<file path="src/rtl/rvfi_pkg.sv">
// RVFI commit-port entry type shared by the core, the serializer and trace consumers.
`timescale 1ns/1ps
package rvfi_pkg;

  typedef struct packed {
    logic        valid;
    logic        trap;
    logic        halt;
    logic        intr;
    logic [1:0]  mode;
    logic [31:0] insn;
    logic [4:0]  rd_addr;
    logic [31:0] rd_wdata;
    logic [31:0] pc_rdata;
    logic [31:0] pc_wdata;
  } rvfi_instr_t;

endpackage

</file>
<file path="src/rtl/rvfi_commit_serializer.sv">
// Serializes multi-port RVFI commits into one in-order valid/ready stream with overflow counting.
// Optional feature macro: RVFI_SERIALIZER_SEQ_EN (per-entry 64-bit retire sequence number on order_o).
`timescale 1ns/1ps
module rvfi_commit_serializer
  import rvfi_pkg::*;
#(
  parameter int unsigned NR_COMMIT_PORTS = 2,
  parameter int unsigned DEPTH           = 8,
  parameter int unsigned CNT_W           = 32
) (
  input  logic                                 clk_i,
  input  logic                                 rst_ni,
  input  rvfi_instr_t [NR_COMMIT_PORTS-1:0]    rvfi_i,
  input  logic                                 flush_i,
  output logic                                 valid_o,
  input  logic                                 ready_i,
  output rvfi_instr_t                          rvfi_o,
  output logic [$clog2(DEPTH):0]               count_o,
  output logic                                 overflow_o,
  output logic [CNT_W-1:0]                     drop_cnt_o,
  output logic [63:0]                          order_o
);

  localparam int unsigned PTR_W = $clog2(DEPTH);
  localparam int unsigned CW    = PTR_W + 1;
  localparam logic [CW-1:0] ONE = CW'(1);

  function automatic logic [CNT_W-1:0] sat_add(input logic [CNT_W-1:0] a,
                                                input logic [CNT_W-1:0] b);
    logic [CNT_W:0] s;
    s = {1'b0, a} + {1'b0, b};
    return s[CNT_W] ? {CNT_W{1'b1}} : s[CNT_W-1:0];
  endfunction

  rvfi_instr_t        r_mem [DEPTH];
  logic [PTR_W-1:0]   r_wr_ptr;
  logic [PTR_W-1:0]   r_rd_ptr;
  logic [CW-1:0]      r_count;
  logic               r_overflow;
  logic [CNT_W-1:0]   r_drop_cnt;

  logic [NR_COMMIT_PORTS-1:0] w_qual;
  logic [NR_COMMIT_PORTS-1:0] w_acc;
  logic [CW-1:0]              w_slot [NR_COMMIT_PORTS];
  logic [PTR_W-1:0]           w_widx [NR_COMMIT_PORTS];
  logic [CW-1:0]              w_nq;
  logic [CW-1:0]              w_free;
  logic [CW-1:0]              w_npush;
  logic [CW-1:0]              w_ndrop;
  logic                       w_valid;
  logic                       w_pop;

  assign w_valid = (r_count != '0);
  assign w_pop   = w_valid & ready_i;
  // Space is judged on start-of-cycle occupancy; a same-cycle pop never makes room.
  assign w_free  = CW'(DEPTH) - r_count;

  // Capture stage: compact qualifying ports in ascending index order
  always_comb begin
    w_nq = '0;
    for (int i = 0; i < NR_COMMIT_PORTS; i++) begin
      w_qual[i] = rvfi_i[i].valid | rvfi_i[i].trap;
      w_slot[i] = w_nq;
      w_acc[i]  = w_qual[i] && (w_slot[i] < w_free);
      w_widx[i] = r_wr_ptr + w_slot[i][PTR_W-1:0];
      if (w_qual[i]) w_nq = w_nq + ONE;
    end
  end

  assign w_npush = (w_nq < w_free) ? w_nq : w_free;
  assign w_ndrop = w_nq - w_npush;

  always_ff @(posedge clk_i) begin
    if (!rst_ni) begin
      r_wr_ptr   <= '0;
      r_rd_ptr   <= '0;
      r_count    <= '0;
      r_overflow <= 1'b0;
      r_drop_cnt <= '0;
    end else if (flush_i) begin
      r_wr_ptr <= '0;
      r_rd_ptr <= '0;
      r_count  <= '0;
    end else begin
      r_wr_ptr <= r_wr_ptr + w_npush[PTR_W-1:0];
      r_rd_ptr <= r_rd_ptr + PTR_W'(w_pop);
      r_count  <= r_count + w_npush - CW'(w_pop);
      if (w_ndrop != '0) begin
        r_overflow <= 1'b1;
        r_drop_cnt <= sat_add(r_drop_cnt, CNT_W'(w_ndrop));
      end
    end
  end

  // Storage stage: entry data is not reset; occupancy alone decides what is live
  always_ff @(posedge clk_i) begin
    for (int i = 0; i < NR_COMMIT_PORTS; i++) begin
      if (w_acc[i] && !flush_i) r_mem[w_widx[i]] <= rvfi_i[i];
    end
  end

`ifdef RVFI_SERIALIZER_SEQ_EN
  logic [63:0] r_seq;
  logic [63:0] r_seq_mem [DEPTH];

  always_ff @(posedge clk_i) begin
    if (!rst_ni) begin
      r_seq <= '0;
    end else if (!flush_i) begin
      r_seq <= r_seq + 64'(w_npush);
    end
  end

  always_ff @(posedge clk_i) begin
    for (int i = 0; i < NR_COMMIT_PORTS; i++) begin
      if (w_acc[i] && !flush_i) r_seq_mem[w_widx[i]] <= r_seq + 64'(w_slot[i]);
    end
  end

  assign order_o = w_valid ? r_seq_mem[r_rd_ptr] : 64'h0;
`else
  assign order_o = 64'h0;
`endif

  // Output stage: head of queue
  assign valid_o    = w_valid;
  assign rvfi_o     = r_mem[r_rd_ptr];
  assign count_o    = r_count;
  assign overflow_o = r_overflow;
  assign drop_cnt_o = r_drop_cnt;

endmodule

</file>
<file path="config.mk">
export PLATFORM = sky130hd
export DESIGN_NAME = rvfi_commit_serializer
export DESIGN_NICKNAME = d
export VERILOG_FILES = /design/src/rtl/rvfi_pkg.sv /design/src/rtl/rvfi_commit_serializer.sv
export SDC_FILE = /design/constraint.sdc
export NUM_CORES = 2
export LEC_CHECK = 0
export CAP_MARGIN = 15
export CORE_ASPECT_RATIO = 0.5
export CORE_MARGIN = 4
export CORE_UTILIZATION = 30
export CTS_CLUSTER_DIAMETER = 200
export DETAILED_ROUTE_END_ITERATION = 6
export GPL_TIMING_DRIVEN = 0
export SYNTH_ARGS = -nofsm -noshare
export SYNTH_HDL_FRONTEND = slang
export SYNTH_SLANG_ARGS = --single-unit
</file>
<file path="constraint.sdc">
create_clock -name clk_i -period 16.11 [get_ports clk_i]
set_input_delay 3.222 -clock clk_i [delete_from_list [all_inputs] [get_ports clk_i]]
set_output_delay 3.222 -clock clk_i [all_outputs]
set_load 0.02 [all_outputs]
</file>
### Word-level counts from Yosys, hierarchy flattened

Memories as Yosys holds them, arrays and structs flattened. A register that Yosys moved wholly into a read port is not among the register bits.
Cells that the tools add are included.

| operators by class | value |
|---|---|
| mux-type cells | 9 |
| reduce and logical (&&, ||, !) cells | 9 |
| $add $sub $neg | 9 |
| bitwise logic cells | 5 |
| order comparisons | 3 |

Operators by type and width:

| cell | count |
|---|---|
| $add 32x4->33 | 1 |
| $mux 32 | 1 |
| $lt 4x4->1 | 2 |
| $mux 4 | 2 |
| $reduce_bool 4->1 | 2 |
| $add 3x3->3 | 2 |
| $mux 1 | 5 |
| $add 4x1->4 const B | 1 |
| $add 4x4->4 | 1 |
| $logic_and 1x1->1 | 4 |
| $lt 1x4->1 const A | 1 |
| $sub 4x1->4 | 1 |
| $sub 4x4->4 | 1 |
| $sub 4x4->4 const A | 1 |
| $add 3x1->3 | 1 |
| $mux 3 | 1 |
| $not 1->1 | 2 |
| $or 1x1->1 | 2 |
| $reduce_and 2->1 | 1 |
| $reduce_or 2->1 | 1 |
| $and 1x1->1 | 1 |
| $logic_not 1->1 | 1 |

| word-level totals | value |
|---|---|
| register bits after elaboration | 43 |
| RAM bits | 1112 |
| output and inout port bits | 241 |
| memories kept | 1 |
| input bits | 282 |
| logic and storage cells | 41 |

Memory list:

| name | depth | width | read ports | clocked after Yosys merged registers in | write ports | RTL line | RTL |
|---|---|---|---|---|---|---|---|
| r_mem | 8 | 139 | 1 | 1 | 2 | rvfi_commit_serializer.sv:35 | `rvfi_instr_t r_mem [DEPTH];` |

### Depth between registers and ports, before layout

| logic depth | value |
|---|---|
| depth after elaboration | 9 |
| mapped depth | 22 |
| gate-level depth less buffers | 21 |

### Worst setup path after synthesis

Ideal clock, no wire load.

| timing | value |
|---|---|
| path type | input port to flip-flop |
| start | in flush_i |
| end | mem r_mem[0][0] (netlist bit), enable pin |
| buffers on the path | 1 |
| slack | 1.353 ns |
| arrival time | 13.916 ns |
| required time | 15.269 ns |
| setup time | 0.841 ns |
| stages on the path | 4 |
| path through | clkbuf_1 a211oi_1 nand2b_1 o31ai_1 |

RTL lines:

| element | RTL line | RTL |
|---|---|---|
| start, declared | rvfi_commit_serializer.sv:14 | `input logic flush_i,` |
| end, declared | rvfi_commit_serializer.sv:35 |  |

==> results.md <==
- The run finished with clean final reports.
- The worst setup path is launched from a register.
- Clock skew on the completed layout was measured at 29.8 ps.
- The cell family contributing the most delay on the critical path is buffers and inverters.
- The max-slew violation total from the final report is 0.
- The largest voltage drop on the vdd net is 0.100 mV.
- The overall routed net length is between 150000 and 200000 µm.
- The detail route stage leaves a number of antenna-violating nets equal to 0.
- TritonCTS built the clock tree.
- Each instance of the synthesized netlist takes up on average 17.9 µm².
- In this run the number of H-tree levels came out at 3.
- The number of buffers on the longest clock path is 3.
- The core region is 191000 µm².
- The sequential cell fraction of total power is 41.1%.
- Buffers placed on the I/O ports in this run total roughly 460.
- The worst setup path is captured at an output pin.
- For this configuration, the core starts out at a cell density of between 30% and 40%.
- The critical path in this run is classified as register to output pin.
- The total I/O pin count is about 520.
- The clock network is responsible for approximately 28% of the overall power.
- In this run, post-CTS hold repair placed 0 buffers.
- The fraction of power spent switching nets is 29.8%.
- Clock-pin slew was measured on the worst setup and hold paths at around 60 ps.
- The part of the total power dissipated in combinational logic is 30.6%.
- In this run the vertical extent of the chip is 319 µm.
- The critical path contains buffers and inverters numbering 4 combined.
- The count of synthesis-stage warnings from yosys is 0.
- The most numerous cell type found on the critical path is sky130_fd_sc_hd__clkbuf_1.
- Headroom to the max-slew limit came out at roughly 17%.
- The min-delay analysis places its worst path in the category register to register.
- The total negative slack is 0 ps.
- Setup violations remaining at the end of the flow were counted as 0.
- The later-pin clock latency in the skew report is 730 ps.
- The first global-routing pass estimated approximately 260000 µm of wire.
- By area the synthesized netlist is led by sky130_fd_sc_hd__edfxtp_1 (58%), sky130_fd_sc_hd__mux2_2 (23%), sky130_fd_sc_hd__mux4_2 (11%).
- The internal power of the cells totals between 6000 and 7000 µW.
- Detailed placement ended at an HPWL of 124000 µm.
- The number of antenna violations at the first check in global routing is 67.
- The biggest area contributor in the post-synthesis netlist is sky130_fd_sc_hd__edfxtp_1.
- At the pin with the least slew margin, the transition time is approximately 1200 ps.
- The number of different library cells used by synthesis comes to between 50 and 60.
- The summed instance area of the synthesized netlist is 57900 µm².
- The total number of placement rows is roughly 110.
- The post-route netlist has between 40 and 50% of its cells at a drive strength greater than 1.
- The critical path arrival is about 5200 ps.
- The die covers 201000 µm².
- The via count of the first global-routing pass was 35600.
- The total overflow left after global routing is 0.
- The total DRC errors in the routed layout is 0.
- The worst path in the final design needs a cycle of 8390 ps, including I/O delays and setup.
- The total number of clock tree sinks is ~1200.
- The largest fanout on the critical path is 10.
- The max-capacitance violation count is 0.
- For this run, the register share of the synthesized area comes to between 50% and 60%.
- In this run the power density over the cells is between 100 and 150 nW/µm².
- For this run, the detailed router's first-pass iteration total came to 7.
- For this run, the top clock speed supported by timing is roughly 120 MHz.
- The first routing iteration left approximately 3000 violations.
- The final route contains between 30000 and 40000 vias.
- The final net count is around 4300.
- Leaving out fill and tap cells, the most frequent cell in the layout is sky130_fd_sc_hd__mux2_2.
- The number of enable-type register cells in the synthesized netlist is approximately 1100.
- After detailed routing, the average wire length per cell comes to 27.4 µm.
- Post-CTS timing repair inserted 0 buffers for setup.
- The slowest cell on the critical path is sky130_fd_sc_hd__clkbuf_1.
- The final cell area excluding filler cells is around 70000 µm².
- In this run the cell area measured after placement is slightly below 70000 µm².
- For this run, the total global-route usage over all layers was measured as around 18%.
- Of the post-synthesis cell area, the dominant cell type holds around 58%.
- The leakage power summed over all cells is 0.0231 µW.
- The number of clock buffers inserted by TritonCTS is 121.
- The clock tree root driver cell is sky130_fd_sc_hd__clkbuf_16.
- Entering global routing, the biggest net connects 22 pins.
- Leaving out fill and tap cells, the most frequent cells in the layout are sky130_fd_sc_hd__mux2_2 (1204), sky130_fd_sc_hd__edfxtp_1 (1112), sky130_fd_sc_hd__clkdlybuf4s50_1 (456).
- The via density per instance is a little over 5.
- The number of instances in the synthesized netlist is 3238.
- Setup repair after global routing left no endpoint under its margin.
- Traced cell by cell, the critical path runs through clkbuf_1, clkbuf_1, clkbuf_1, mux4_2, mux2_2, clkdlybuf4s50_1.
- The critical path's largest stage delay is ~920 ps.
- The post-cts sizing count is 0.
- The final weighted congestion of routability-driven global placement is 0.847.
- The horizontal die dimension is around 630 µm.
- The count of state elements after synthesis is 1155.
- The count of endpoints failing hold in the final timing report is 0.
- For this design the total switching power over the nets is about 2900 µW.
- The final period utilization is 52.1%.
- After filler insertion, the fill cell instance count of the layout stands at 17600.
- Relative to the synthesized area, the layout overhead comes to 23.8%.
- Among all flip-flop cells after synthesis, the most frequent one is sky130_fd_sc_hd__edfxtp_1.
- The endpoint required time on the critical path is around 13000 ps.
- For this run, asynchronously set or reset flops after synthesis account for 0%.
==> final timing paths <==
check                    from           end  slack [ps]  depth (start not counted)
setup / recovery  r_rd_ptr[1]    rvfi_o[41]        7720                          6
hold / removal     overflow_o    overflow_o         480                          2
setup reg to reg   count_o[0]  r_mem[0][98]       11340                         15
hold reg to reg    overflow_o    overflow_o         480                          2
==> cell usage after synthesis, types with 14 or more instances <==
library cell / n
sky130_fd_sc_hd__a21oi_1: 17
sky130_fd_sc_hd__buf_1: 38
sky130_fd_sc_hd__buf_2: 85
sky130_fd_sc_hd__buf_4: 87
sky130_fd_sc_hd__clkbuf_1: 64
sky130_fd_sc_hd__dfxtp_1: 43
sky130_fd_sc_hd__edfxtp_1: 1112
sky130_fd_sc_hd__ha_1: 20
sky130_fd_sc_hd__inv_1: 21
sky130_fd_sc_hd__mux2_1: 47
sky130_fd_sc_hd__mux2_2: 1204
sky130_fd_sc_hd__mux4_2: 278
sky130_fd_sc_hd__nand2_1: 32
sky130_fd_sc_hd__nand3_1: 14
sky130_fd_sc_hd__nor2_1: 25
==> power by group through the flow <==
| stage | Sequential [µW] | Clock [µW] | Combinational, µW |
|---|---|---|---|
| after global placement | 4390 | 0 | 2700 |
| after floorplan | 4150 | 0 | 1600 |
| after global routing | 3960 | 2880 | 3080 |
| after CTS | 3940 | 2750 | 2950 |
| after detailed placement | 4000 | 0 | 2940 |
| final | 3940 | 2710 | 2930 |
==> registers in the layout, summed over array words and instances, names as in the netlist <==
name and cells:
r_rd_ptr 3, r_mem 1112, count_o 4, overflow_o 1
drop_cnt_o 32, r_wr_ptr 3
==> tightest hold or removal path: cells and delay by family, from the launching register on <==
family           cells  cell delay (ps)
flip-flops           1              330
AND/OR/NAND/NOR      2              120
==> area by class of cell <==
type                       instances  area, µm²  area share (%)
antenna                           51        128           0.178
buffer                           274       1470            2.05
clock buffer                     166       3280            4.58
clock inverter                    59        440           0.614
inverter                          22       82.6           0.115
multi-input combinational       1850      22400            31.3
sequential                      1155      34300            47.8
tap                             2530       3170            4.42
timing repair buffer             551       6440            8.99
==> metal layers <==
| metal | track usage (%) | vias up | share of wire, % | wire (µm) |
|---|---|---|---|---|
| met2 | 31.2 | 1124 | 52 | 95500 |
| li1 | - | 14600 | - | - |
| met3 | 2.57 | 339 | 4.8 | 8670 |
| met4 | 8.35 | 8 | 4.5 | 8280 |
| met5 | 0 | - | 0.030 | 55 |
| met1 | 20.9 | 18000 | 38 | 69700 |
==> stage by stage <==
stage | total power (µW) | worst slack, ps | std cells | utilization (%) | hold slack, ps
2_1_floorplan | 5750 | 1350 | 3301 | - | 549
3_3_place_gp | 7080 | -13310 | 6287 | 34.5 | 453
3_5_place_dp | 6940 | 8190 | 6371 | 35.5 | 459
4_1_cts | 9640 | 7410 | 6596 | 37.4 | 476
5_1_grt | 9920 | 7650 | 6654 | 37.6 | 528
6_report | 9580 | 7720 | 6658 | 37.6 | 478
==> kinds of logic (layout without fill, tap and decap cells) <==
family          count (synthesis)  count (layout)  synth area share, %
simple gates                  135             135                 1.22
xor+xnor                       10              10                0.151
buf+inv                       296            1072                 2.67
other cells                     1             115              0.00648
mux                          1529            1529                 35.1
compound gates                 89              89                 1.12
fa+ha+maj                      23              23                0.536
flops                        1155            1155                 59.2
Power figures use the tool's default switching activity.
